`config.mk`:
```
export PLATFORM = sky130hd
export DESIGN_NAME = wishbone_cmd_queue
export DESIGN_NICKNAME = d
export VERILOG_FILES = /design/src/rtl/wishbone_cmd_queue.sv
export SDC_FILE = /design/constraint.sdc
export NUM_CORES = 1
export LEC_CHECK = 0
export CORE_MARGIN = 2
export CORE_UTILIZATION = 35
export DETAILED_ROUTE_END_ITERATION = 8
export PLACE_DENSITY = 0.63
export SLEW_MARGIN = 20
export SYNTH_ARGS = -nofsm -noshare
export SYNTH_HDL_FRONTEND = slang
export SYNTH_SLANG_ARGS = --single-unit
export TNS_END_PERCENT = 10
```
`constraint.sdc`:
```
create_clock -name wb_clk_i -period 7.4 [get_ports wb_clk_i]
set_clock_uncertainty 0.2 [all_clocks]
set_input_delay 1.11 -clock wb_clk_i [delete_from_list [all_inputs] [get_ports wb_clk_i]]
set_output_delay 1.11 -clock wb_clk_i [all_outputs]
set_load 0.1 [all_outputs]
```
`src/rtl/wishbone_cmd_queue.sv`:
```
// wishbone_cmd_queue: Wishbone-mapped command FIFO feeding the enclave core and result FIFO drained by bus reads.
// Define WB_CMD_QUEUE_ERR_EN to implement the sticky cmd_overflow/res_underflow STATUS bits.
module wishbone_cmd_queue #(
    parameter logic [31:0] BASE_ADDR = 32'h3000_0000,
    parameter int          CMD_DEPTH = 8,
    parameter int          RES_DEPTH = 4
) (
    input  logic        wb_clk_i,
    input  logic        wb_rst_ni,
    input  logic [31:0] wishbone_data,
    input  logic [31:0] wishbone_addr,
    input  logic        wb_write_req,
    input  logic        wb_read_req,
    output logic [31:0] wishbone_output,
    output logic        cmd_valid_o,
    input  logic        cmd_ready_i,
    output logic        cmd_is_op_o,
    output logic [31:0] cmd_data_o,
    input  logic        res_valid_i,
    output logic        res_ready_o,
    input  logic [31:0] res_data_i
);
    localparam int CAW = $clog2(CMD_DEPTH);
    localparam int RAW = $clog2(RES_DEPTH);
    localparam logic [31:0] OPC_ADDR = BASE_ADDR;
    localparam logic [31:0] OPR_ADDR = BASE_ADDR + 32'h4;
    localparam logic [31:0] STS_ADDR = BASE_ADDR + 32'h8;
    localparam logic [31:0] RES_ADDR = BASE_ADDR + 32'hC;

    logic [32:0]    cmd_mem [CMD_DEPTH];
    logic [31:0]    res_mem [RES_DEPTH];
    logic [CAW-1:0] cmd_wp_q, cmd_wp_d, cmd_rp_q, cmd_rp_d;
    logic [CAW:0]   cmd_cnt_q, cmd_cnt_d;
    logic [RAW-1:0] res_wp_q, res_wp_d, res_rp_q, res_rp_d;
    logic [RAW:0]   res_cnt_q, res_cnt_d;
    logic           wr_q, wr_d;
    logic           cmd_full, cmd_pop, cmd_push, cmd_push_req;
    logic           res_empty, res_pop, res_push, res_rd;
    logic           cmd_ovf, res_unf;
    logic [31:0]    status, res_head;

    always_comb begin
        wr_d         = wb_write_req;
        cmd_full     = cmd_cnt_q == (CAW+1)'(CMD_DEPTH);
        cmd_valid_o  = cmd_cnt_q != '0;
        cmd_pop      = cmd_valid_o & cmd_ready_i;
        cmd_push_req = wr_q & (wishbone_addr == OPC_ADDR || wishbone_addr == OPR_ADDR);
        // A full FIFO still takes the word when the head leaves in the same cycle.
        cmd_push     = cmd_push_req & (~cmd_full | cmd_pop);
        cmd_wp_d     = cmd_push ? cmd_wp_q + CAW'(1) : cmd_wp_q;
        cmd_rp_d     = cmd_pop ? cmd_rp_q + CAW'(1) : cmd_rp_q;
        cmd_cnt_d    = cmd_cnt_q + (CAW+1)'(cmd_push) - (CAW+1)'(cmd_pop);
        cmd_is_op_o  = cmd_valid_o ? cmd_mem[cmd_rp_q][32] : 1'b0;
        cmd_data_o   = cmd_valid_o ? cmd_mem[cmd_rp_q][31:0] : 32'h0;
        res_empty    = res_cnt_q == '0;
        res_ready_o  = res_cnt_q < (RAW+1)'(RES_DEPTH);
        res_push     = res_valid_i & res_ready_o;
        res_rd       = wb_read_req & (wishbone_addr == RES_ADDR);
        res_pop      = res_rd & ~res_empty;
        res_wp_d     = res_push ? res_wp_q + RAW'(1) : res_wp_q;
        res_rp_d     = res_pop ? res_rp_q + RAW'(1) : res_rp_q;
        res_cnt_d    = res_cnt_q + (RAW+1)'(res_push) - (RAW+1)'(res_pop);
        res_head     = res_empty ? 32'h0 : res_mem[res_rp_q];
        status       = {6'h0, res_unf, cmd_ovf, 6'h0, res_empty, cmd_full, 8'(res_cnt_q), 8'(cmd_cnt_q)};
        wishbone_output = wishbone_addr == STS_ADDR ? status :
                          wishbone_addr == RES_ADDR ? res_head : 32'h0;
    end

`ifdef WB_CMD_QUEUE_ERR_EN
    logic cmd_ovf_q, cmd_ovf_d, res_unf_q, res_unf_d, sts_wr;
    // Set terms are OR-ed in last so a simultaneous set beats the W1C clear.
    always_comb begin
        sts_wr    = wr_q & (wishbone_addr == STS_ADDR);
        cmd_ovf_d = (cmd_ovf_q & ~(sts_wr & wishbone_data[24])) | (cmd_push_req & ~cmd_push);
        res_unf_d = (res_unf_q & ~(sts_wr & wishbone_data[25])) | (res_rd & res_empty);
    end
    always_ff @(posedge wb_clk_i or negedge wb_rst_ni) begin
        if (!wb_rst_ni) begin
            cmd_ovf_q <= 1'b0;
            res_unf_q <= 1'b0;
        end else begin
            cmd_ovf_q <= cmd_ovf_d;
            res_unf_q <= res_unf_d;
        end
    end
    assign cmd_ovf = cmd_ovf_q;
    assign res_unf = res_unf_q;
`else
    assign cmd_ovf = 1'b0;
    assign res_unf = 1'b0;
`endif

    always_ff @(posedge wb_clk_i or negedge wb_rst_ni) begin
        if (!wb_rst_ni) begin
            wr_q      <= 1'b0;
            cmd_wp_q  <= '0;
            cmd_rp_q  <= '0;
            cmd_cnt_q <= '0;
            res_wp_q  <= '0;
            res_rp_q  <= '0;
            res_cnt_q <= '0;
        end else begin
            wr_q      <= wr_d;
            cmd_wp_q  <= cmd_wp_d;
            cmd_rp_q  <= cmd_rp_d;
            cmd_cnt_q <= cmd_cnt_d;
            res_wp_q  <= res_wp_d;
            res_rp_q  <= res_rp_d;
            res_cnt_q <= res_cnt_d;
        end
    end

    // Storage needs no reset: counts gate every read of it.
    always_ff @(posedge wb_clk_i) begin
        if (cmd_push) cmd_mem[cmd_wp_q] <= {wishbone_addr == OPC_ADDR, wishbone_data};
        if (res_push) res_mem[res_wp_q] <= res_data_i;
    end
endmodule

```
# Word level (Yosys, flattened, before mapping)
# Memory sizes are Yosys's and may differ from the RTL's.
# Index checks and enable logic that the tools add are counted.
classes:
  n_mul: 0
  eq_ne: 5
  mux: 9
  n_lt_le_gt_ge: 1
  div_mod_pow: 0
  bitwise_logic: 9
  addsub: 8
  shift: 0
  n_reduce_logical: 3
op_table:
  columns: ["operator", "n"]
  rows:
  - ["equality test 32 x 30 -> 1 bit (second input constant)", 4]
  - ["2-to-1 mux 32 bit", 4]
  - ["adder 3 x 1 -> 3 bit (second input constant)", 2]
  - ["AND 1 bit", 6]
  - ["2-to-1 mux 1 bit", 5]
  - ["adder 2 x 1 -> 2 bit (second input constant)", 2]
  - ["adder 4 x 1 -> 4 bit", 1]
  - ["equality test 4 bit (second input constant)", 1]
  - ["nonzero test 4 bit", 1]
  - ["subtractor 4 x 1 -> 4 bit", 1]
  - ["adder 3 x 1 -> 3 bit", 1]
  - ["zero test 3 bit", 1]
  - ["< comparator 3 bit (second input constant)", 1]
  - ["subtractor 3 x 1 -> 3 bit", 1]
  - ["NOT 1 bit", 2]
  - ["logical OR 1 bit", 1]
  - ["OR 1 bit", 1]
totals:
  in_bits: 102
  wordCells: 44
  latch_bits: 0
  ff_bits: 18
  mem_bits_ro: 0
  output_inout_bits: 67
  ram_bits: 392
  memories: 2
mem_list:
  columns: ["name", "depth", "word_bits", "read_ports", "rd_ports_with_merged_regs", "write_ports", "line", "text"]
  rows:
  - ["cmd_mem", 8, 33, 1, 0, 1, "30", "logic [32:0] cmd_mem [CMD_DEPTH];"]
  - ["res_mem", 4, 32, 1, 0, 1, "31", "logic [31:0] res_mem [RES_DEPTH];"]

# Logic depth before layout (Yosys ltp)
# Gate-level depths: netlist (run 1).
depth:
  ltp_word: 6
  mapped_depth: 12
  ltp_nobuf: 11

# Least setup slack after synthesis (run 1)
# No wires, ideal clock.
synth_path:
  path_kind: "in2reg"
  startpoint: "input wishbone_addr[26]"
  endpoint: "memory cmd_mem[1][0], enable pin"
  arrival_ps: 5331
  setup_ps: 506
  required_ps: 6694
  path_slack_ps: 1364
  path_buffers: 1
  stages: 5
  cell_sequence: "nor4bb_1 > nand4_2 > a2111o_1 > buf_6 > nor4_1"
synth_between:
  elab_chain_len: 6
  word_cells_on_any_way: 7
  cone_classes: "2 x eq/ne; 2 x mux; 2 x bitwise; 1 x reduce/logical"
synth_rtl:
  columns: ["item", "line", "text"]
  rows:
  - ["start, declared", "11", "input logic [31:0] wishbone_addr,"]
  - ["equality test 32 x 30 -> 1 bit", "47", "cmd_push_req = wr_q & (wishbone_addr == OPC_ADDR || wishbone_addr == OPR_ADDR);"]
  - ["logical OR 1 bit *", "47", null]
  - ["AND 1 bit *", "47", null]
  - ["AND 1 bit *", "49", "cmd_push = cmd_push_req & (~cmd_full | cmd_pop);"]
  - ["2-to-1 mux 1 bit *", "115", "if (cmd_push) cmd_mem[cmd_wp_q] <= {wishbone_addr == OPC_ADDR, wishbone_data};"]
  - ["2-to-1 mux 1 bit (not written as such) *", "115", null]
  - ["end, declared", "30", null]
# Every way passes the cells marked *; elsewhere a longest branch is shown, timed or not.

# Worst setup path after layout (run 1)
layout_path:
  startpoint: "input wishbone_addr[29]"
  endpoint: "output wishbone_output[1]"
layout_between:
  elab_chain_len: 3
  word_cells_on_any_way: 4
  cone_classes: "2 x eq/ne; 2 x mux"
layout_rtl:
  columns: ["item", "line", "text"]
  rows:
  - ["equality test 32 x 30 -> 1 bit", "66", "wishbone_addr == RES_ADDR ? res_head : 32'h0;"]
  - ["2-to-1 mux 32 bit", "66", null]
  - ["2-to-1 mux 32 bit *", "65", "wishbone_output = wishbone_addr == STS_ADDR ? status :"]
  - ["end, declared", "14", "output logic [31:0] wishbone_output,"]
# Marked as above.

==> impl_metrics.toml, run 1 <==
[run_status]
status = "finished, final reports clean"

[critical_path]
critPathArrivalTime_ns = 4.44
max_stage_delay_ns = 1.14
cp-end-kind = "output port"
r2r_start = "cmd_cnt_q[2]"
crit_path_cell_trace = "clkdlybuf4s50_1 -> nor4bb_1 -> nand4_2 -> nor3_2 -> a32o_1 -> clkdlybuf4s50_1"
rrSetupSlack_ns = 3.55
r2r_cells = 11
startpoint = "wishbone_addr[29]"
crit_type = "in2out"
slowest_stage = "clkdlybuf4s50_1"
r2r-end = "cmd_cnt_q[2]"
cp-start-kind = "input pin"
crit_top_cell = "clkdlybuf4s50_1"
critical_path.max_fanout = 9
required_ns = 6.09

[cts]
cts_max_level = 2
post_cts_resized = 0
cts.clk_slew.worst_paths_ns = 0.06
numClockSinks = 410
post_cts_buffers = 0
clockBufferDepth = 3
cts_tree = "done"
hold_buffers = 0
numCtsBuffers = 42
cts-root-buf = "clkbuf_16"
insertion_delay_ns = 0.57

[detailed_routing]
antenna_left = 0
drc = 0
drt_iter0_drc = 680
routed_wl_um = 32690
vias = 7726
wl_per_cell_um = 20.92
drt-vias-per-instance = 4.943
drt_first_pass_iters = 5

[timing]
rsz0062_at_grt = "no"
layout_min_cycle_time_ns = 5.746
max_slew.worst_pin.slew_ns = 1.059
finalSetupTns_ns = 0
slew_headroom_pct = 29.20
finalHoldViolCount = 0
max_freq_mhz = 174.0
finalMaxSlewViolations = 0
finalCritPeriodShare_pct = 77.65
setup_viol = 0

[pwr]
leakage_nw = 6.421
powerDensity_mw_per_mm2 = 371.5
ir_drop_mv = 0.4003

[synthesis]
netlist_instances = 733
synthXorXnorAreaFrac_pct = 0.6000
synth_area_leader_cell = "edfxtp_1"
netlist-cell-type-count = 41
synth_fa_ha_area_share_pct = 1.340
async_flop_share_pct = 4.390
ys_seq_elements = 410
seq_area_frac_synth_pct = 76.11
synthFlopType = "edfxtp_1"
syn_area_mm2 = 0.01606
yosysTopAreaCellShare_pct = 73.31
synth-compound-area-share_pct = 0.7948
ys_warn_count = 0
synth_fp_nets = 851
synth.avg_cell_area_um2 = 21.91
ys_top_cells_by_area = "edfxtp_1 73%, mux4_2 14%, dfrtp_1 2.8%"
synth_most_common_cell = "edfxtp_1"
synth_edf_count = 392
synth_top_family_by_area = "multiplexers"
synthMuxAreaShare_pct = 15.94
yosys-top-cells-count = "392 x edfxtp_1, 98 x mux4_2, 35 x nor2_1"
synth_simple_gate_area_share_pct = 3.841

[floorplanning]
die_area_mm2 = 0.04761
die_w_um = 218.2
start_util_pct = 35.46
core_area_mm2 = 0.04528
num_rows = 78
die_h_um = 218.2
ios = 169

[min_path]
hp-class = "in2async"

[place]
dp_hpwl_um = 18570
gp_congestion = 0.7053
portBuffers = 168

[grt]
grt_max_degree = 45
overflow = 0
grt_pass1_vias = 8035
antenna_found_initial = 2
grt_usage_pct = 13.89
grt_pass1_wl_um = 49290

[layout]
syn2layout_area_growth_pct = 23.88
layout-drive-gt1-share_pct = 20.79
final_util_pct = 43.93
nNetsFinal = 1048

[run]
max_cap_violations = 0
[where the power goes]
part	switching, W	internal [W]	total [W]
Clock	0.000873	0.00116	0.00203
Combinational	0.00169	0.000802	0.00249
Sequential	0.000178	0.00269	0.00286
Total	0.00274	0.00465	0.00739
[cell families after synthesis]
logic type / count (synthesis)
compound gates: 14
xor+xnor: 11
fa+ha+maj: 16
buf+inv: 52
flops: 410
mux: 133
simple gates: 97
[per-stage QoR]
stage	instance area [µm²]	setup WS [ns]	total power, W	cells	hold slack, ns
floorplan	16060	1.364	0.004806	733	0.3021
global placement	18550	1.596	0.005426	1485	0.3531
detailed placement	18550	1.483	0.005441	1485	0.3642
CTS	19880	1.470	0.007480	1561	0.3792
global route	19890	1.537	0.007690	1562	0.3104
finish	19890	1.654	0.007390	1563	0.2974
[registers in the layout (all words and copies together), names as in the netlist]
register,count
cmd_cnt_q,4
cmd_mem,264
cmd_rp_q,3
cmd_wp_q,3
res_cnt_q,3
res_mem,128
res_rp_q,2
res_wp_q,2
wr_q,1
[per-layer routing]
metal / track usage, % / up-vias / wire [µm]
met2: 21.66 / 247 / 15120
met3: 3.967 / 46 / 2385
met5: 0 / - / 11
li1: - / 3419 / -
met1: 19.20 / 4012 / 14580
met4: 3.560 / 2 / 595
[cell type report]
type | count | area [µm²]
fill | 3921 | 25390
antenna | 1 | 2.502
multi-input combinational | 271 | 3679
inverter | 16 | 60.06
tap | 600 | 750.7
timing repair buffer | 189 | 1842
clock buffer | 57 | 1137
sequential | 410 | 12230
clock inverter | 19 | 192.7
[how the worst max path moves through the flow]
stage | endpoint | slack, ns | depth (start not counted)
3_5_place_dp | wishbone_output[1] | 1.48 | 6
5_1_grt | wishbone_output[0] | 1.54 | 6
2_1_floorplan | cmd_mem[1][0] | 1.36 | 5
3_3_place_gp | wishbone_output[18] | 1.60 | 6
4_1_cts | wishbone_output[1] | 1.47 | 6
6_report | wishbone_output[1] | 1.65 | 6
[critical path: cells and delay by family]
| family | cells | cell delay [ns] |
|---|---|---|
| AOI/OAI and AO/OA | 1 | 0.29 |
| buffers and inverters | 2 | 1.59 |
| and+or+nand+nor | 3 | 1.43 |
[cell usage in the layout (no fill, tap or decap), types with 3 or more instances in the layout]
| master | synthesis | layout |
|---|---|---|
| clkbuf_16 | 0 | 42 |
| clkdlybuf4s50_1 | 0 | 167 |
| mux4_2 | 98 | 98 |
| and2_1 | 27 | 27 |
| inv_1 | 16 | 16 |
| mux2i_1 | 33 | 33 |
| nor4_2 | 1 | 3 |
| nand2b_1 | 3 | 3 |
| edfxtp_1 | 392 | 392 |
| xor2_1 | 5 | 5 |
| clkinv_1 | 0 | 6 |
| dfrtp_2 | 0 | 3 |
| ha_1 | 14 | 14 |
| nor3_2 | 2 | 5 |
| xnor2_1 | 6 | 6 |
| nor4_1 | 7 | 5 |
| dfrtp_1 | 18 | 14 |
| nor2_1 | 35 | 35 |
| clkbuf_1 | 17 | 12 |
| a32o_1 | 9 | 9 |
| clkinv_2 | 0 | 5 |
| nor4_4 | 3 | 3 |
| buf_4 | 0 | 20 |
| clkbuf_8 | 0 | 3 |
(Power assumes the default switching activity.)
==> run 2, diff against run 1 <==
Clock period 7.4 ns to 6 ns, I/O delays scaled along.
==> impl_metrics.toml, run 2 (synthesis results as in run 1) <==
[layout]
nNetsFinal = 1056
syn2layout_area_growth_pct = 24.33
layout-drive-gt1-share_pct = 24.51
top_register = "cmd_mem"
layout_common_cells = "392 x edfxtp_1, 136 x clkdlybuf4s50_1, 98 x mux4_2"
top_regs = "cmd_mem x264, res_mem x128, cmd_cnt_q x4"
instances_no_fill = 1570
largest_reg_flops = 264
final_common_cell = "edfxtp_1"

[critical_path]
critical_path.max_fanout = 37
required_ns = 4.90
crit_type = "reg2out"
startpoint = "cmd_rp_q[0]"
r2r_start = "cmd_cnt_q[2]"
critPathArrivalTime_ns = 3.70
cp-start-kind = "flip-flop"
cp-end-kind = "output port"

[detailed_routing]
vias = 7759
drt_first_pass_iters = 5
met1_length_um = 14280
routed_wl_um = 32980
wl_per_cell_um = 21.00
drt-vias-per-instance = 4.942
antenna_left = 0
dr.max_layer_used = "met4"
drt_iter0_drc = 730
wl_met3_um = 2377
drc = 0
wl_met2_um = 15670

[cts]
cts-root-buf = "clkbuf_16"
numCtsBuffers = 44
hold_buffers = 0
clockBufferDepth = 3
post_cts_buffers = 0
cts.clk_slew.worst_paths_ns = 0.06
cts_tree = "done"
cts_max_level = 2
post_cts_resized = 0
numClockSinks = 410
insertion_delay_ns = 0.58

[run_status]
status = "finished, final reports clean"

[timing]
finalSetupTns_ns = 0
finalHoldViolCount = 0
setup_viol = 0
max_freq_mhz = 208.2
rsz0062_at_grt = "no"
max_slew.worst_pin.slew_ns = 1.030
finalMaxSlewViolations = 0
finalCritPeriodShare_pct = 80.06
slew_headroom_pct = 31.15
layout_min_cycle_time_ns = 4.804

[floorplanning]
start_util_pct = 35.46
core_area_mm2 = 0.04528
ios = 169
die_h_um = 218.2
die_w_um = 218.2
num_rows = 78
die_area_mm2 = 0.04761

[grt]
overflow = 0
grt_pass1_vias = 8243
grt_pass1_wl_um = 50450
grt_usage_pct = 14.21
antenna_found_initial = 2
grt_max_degree = 38

[place]
portBuffers = 168
gp_congestion = 0.7235
placed_cells = 1491
dp_hpwl_um = 19970

[pwr]
powerDensity_mw_per_mm2 = 461.9
ir_drop_mv = 0.5403
leakage_nw = 6.554

[min_path]
hp-class = "reg2reg"
hp-start = "res_cnt_q[0]"

[run]
max_cap_violations = 0
-- run 2: critical path: stages (launching register included) --
cell and delay (ns):
dfrtp_4 0.93, buf_4 0.38, mux4_2 0.54, mux2i_1 0.16
nor2_1 0.08, clkdlybuf4s50_1 0.99
-- run 2: path summary, 6_finish.rpt --
check	endpoint	slack (ns)	depth (start not counted)
setup / recovery	cmd_data_o[19]	1.20	5
hold / removal	res_cnt_q[0]	0.38	1
setup reg to reg	cmd_mem[2][7]	2.08	8
hold reg to reg	res_cnt_q[0]	0.38	1
max in group asynchronous	cmd_rp_q[0]	4.86	2
min in group asynchronous	cmd_wp_q[1]	0.47	2
-- run 2: routing by layer --
layer / vias to the layer above / GRT usage (%)
met1: 4014 / 19.13
li1: 3430 / -
met3: 44 / 3.521
met2: 271 / 22.83
met5: - / 0
met4: 0 / 4.376
-- run 2: stage by stage --
stage	util, %	instance area (µm²)	setup WS, ns	hold WS [ns]	total power, W
final	44.09	19960	1.196	0.3802	0.009221
after global routing	44.07	19960	0.9563	0.3888	0.009599
after CTS	44.04	19940	1.086	0.3761	0.009345
after detailed placement	41.00	18570	1.310	0.3610	0.006750
after global placement	41.00	18570	1.449	0.3413	0.006727
after floorplan	-	16060	0.1736	0.3021	0.005928
-- run 2: cell type report --
| type | count | area (µm²) |
|---|---|---|
| fill | 3905 | 25320 |
| sequential | 410 | 12230 |
| multi-input combinational | 271 | 3680 |
| timing repair buffer | 195 | 1862 |
| clock buffer | 52 | 1152 |
| tap | 600 | 750.7 |
| clock inverter | 23 | 222.7 |
| inverter | 16 | 60.06 |
| antenna | 3 | 7.507 |
-- run 2: power by group --
part	total (W)	switching, W	internal (W)
Clock	0.00258	0.00108	0.00150
Sequential	0.00357	0.000259	0.00331
Combinational	0.00307	0.00206	0.00102
==> run 3, diff against run 2 <==
Settings changed: PLACE_DENSITY 0.63 to 0.65.
Clock period 6 ns to 4.2 ns, I/O delays scaled along.
==> impl_metrics.toml, run 3 (synthesis results as in run 1) <==
[timing]
slew_headroom_pct = 34.31
layout_min_cycle_time_ns = 3.692
hold_slack_ns = 0.3684
finalHoldViolCount = 0
rsz0062_at_grt = "no"
max_freq_mhz = 270.9
finalMaxSlewViolations = 0
setup_viol = 0
max_slew.worst_pin.slew_ns = 0.9823
finalCritPeriodShare_pct = 87.91
finalSetupTns_ns = 0

[grt]
antenna_found_initial = 4
overflow = 0
grt_pass1_wl_um = 49490
grt_max_degree = 40
grt_usage_pct = 13.90
grt_pass1_vias = 8205

[place]
dp_hpwl_um = 18930
gp_congestion = 0.6895
portBuffers = 168

[layout]
layout_common_cells = "392 x edfxtp_1, 102 x clkdlybuf4s50_1, 98 x mux4_2"
layout-drive-gt1-share_pct = 27.54
filler_cell_count = 3835
nNetsFinal = 1053
largest_reg_flops = 264
final_common_cell = "edfxtp_1"
top_regs = "cmd_mem x264, res_mem x128, cmd_cnt_q x4"
syn2layout_area_growth_pct = 26.51
top_register = "cmd_mem"

[critical_path]
critical_path.max_fanout = 32
required_ns = 3.37
critPathArrivalTime_ns = 2.86
rrSetupSlack_ns = 1.26
cp-start-kind = "input pin"
r2r_cells = 10
r2r_start = "cmd_cnt_q[2]"
r2r-end = "cmd_cnt_q[2]"
crit_type = "in2out"
cp-end-kind = "output port"

[pwr]
power.total_w = 0.01291
p_seq_share_pct = 38.2
powerDensity_mw_per_mm2 = 635.7
power.share.combinational_pct = 34.6
p_int_w = 0.008169
leakage_nw = 6.658
clkPwrFrac_pct = 27.2
p_sw_share_pct = 36.74
p_sw_w = 0.004745
ir_drop_mv = 0.7331

[detailed_routing]
drt-vias-per-instance = 4.872
wl_per_cell_um = 20.62
antenna_left = 0
drc = 0
routed_wl_um = 32310
drt_first_pass_iters = 5
vias = 7635
drt_iter0_drc = 584

[floorplanning]
start_util_pct = 35.46
ios = 169
die_area_mm2 = 0.04761
die_h_um = 218.2
die_w_um = 218.2
num_rows = 78
core_area_mm2 = 0.04528

[run_status]
status = "finished, final reports clean"

[min_path]
hp-class = "reg2reg"
hp-start = "res_cnt_q[1]"
whs_path_depth = 1
min_to = "res_cnt_q[2]"

[cts]
cts-root-buf = "clkbuf_16"
clockBufferDepth = 3
numClockSinks = 410
numCtsBuffers = 41
post_cts_buffers = 0
cts_max_level = 2
post_cts_resized = 0
cts.clk_slew.worst_paths_ns = 0.06
insertion_delay_ns = 0.55
cts_tree = "done"
hold_buffers = 0

[run]
max_cap_violations = 0
run 3: area by class of cell:
| cell class | count | area, µm² | area share (%) |
|---|---|---|---|
| sequential | 410 | 12230 | 60.20 |
| multi-input combinational | 271 | 3679 | 18.11 |
| timing repair buffer | 195 | 2295 | 11.30 |
| clock buffer | 63 | 1170 | 5.759 |
| tap | 600 | 750.7 | 3.695 |
| clock inverter | 11 | 128.9 | 0.6344 |
| inverter | 16 | 60.06 | 0.2956 |
| antenna | 1 | 2.502 | 0.01232 |
run 3: worst max path at each step:
stage                      start                   to  slack (ns)
2_1_floorplan  wishbone_addr[26]        cmd_mem[1][0]       -1.36
3_3_place_gp   wishbone_addr[29]  wishbone_output[17]        0.51
3_5_place_dp   wishbone_addr[29]         res_cnt_q[2]        0.40
4_1_cts        wishbone_addr[29]  wishbone_output[10]        0.44
5_1_grt        wishbone_addr[29]  wishbone_output[17]        0.37
6_report       wishbone_addr[29]   wishbone_output[8]        0.51
run 3: power groups by stage:
stage          sequential (W)  clock [W]  combinational [W]
3_5_place_dp          0.00503          0            0.00454
4_1_cts               0.00494    0.00361            0.00455
3_3_place_gp          0.00501          0            0.00451
5_1_grt               0.00496    0.00376            0.00470
2_1_floorplan         0.00488          0            0.00359
6_report              0.00493    0.00351            0.00447
run 3: worst max-delay path, cell delays in order:
cell	delay [ns]
clkdlybuf4s50_1	0.45
nor4bb_1	0.33
nand4_2	0.33
nor3_4	0.25
buf_4	0.33
a32o_1	0.31
buf_12	0.21
run 3: stage by stage:
| step | util, % | instances | cell area (µm²) | setup slack [ns] |
|---|---|---|---|---|
| global placement | 41.99 | 1492 | 19010 | 0.5057 |
| finish | 44.86 | 1567 | 20310 | 0.5080 |
| CTS | 44.86 | 1566 | 20310 | 0.4439 |
| global route | 44.86 | 1566 | 20310 | 0.3741 |
| detailed placement | 41.99 | 1492 | 19010 | 0.3956 |
| floorplan | - | 733 | 16060 | -1.356 |
run 3: layer usage:
metal  vias to the layer above  routed length [µm]  global-route usage [%]
met5                         -                  39                       0
met4                         6                 570                   3.764
met3                        45                2422                   4.370
met2                       224               15730                   22.95
met1                      3931               13550                   17.74
li1                       3429                   -                       -
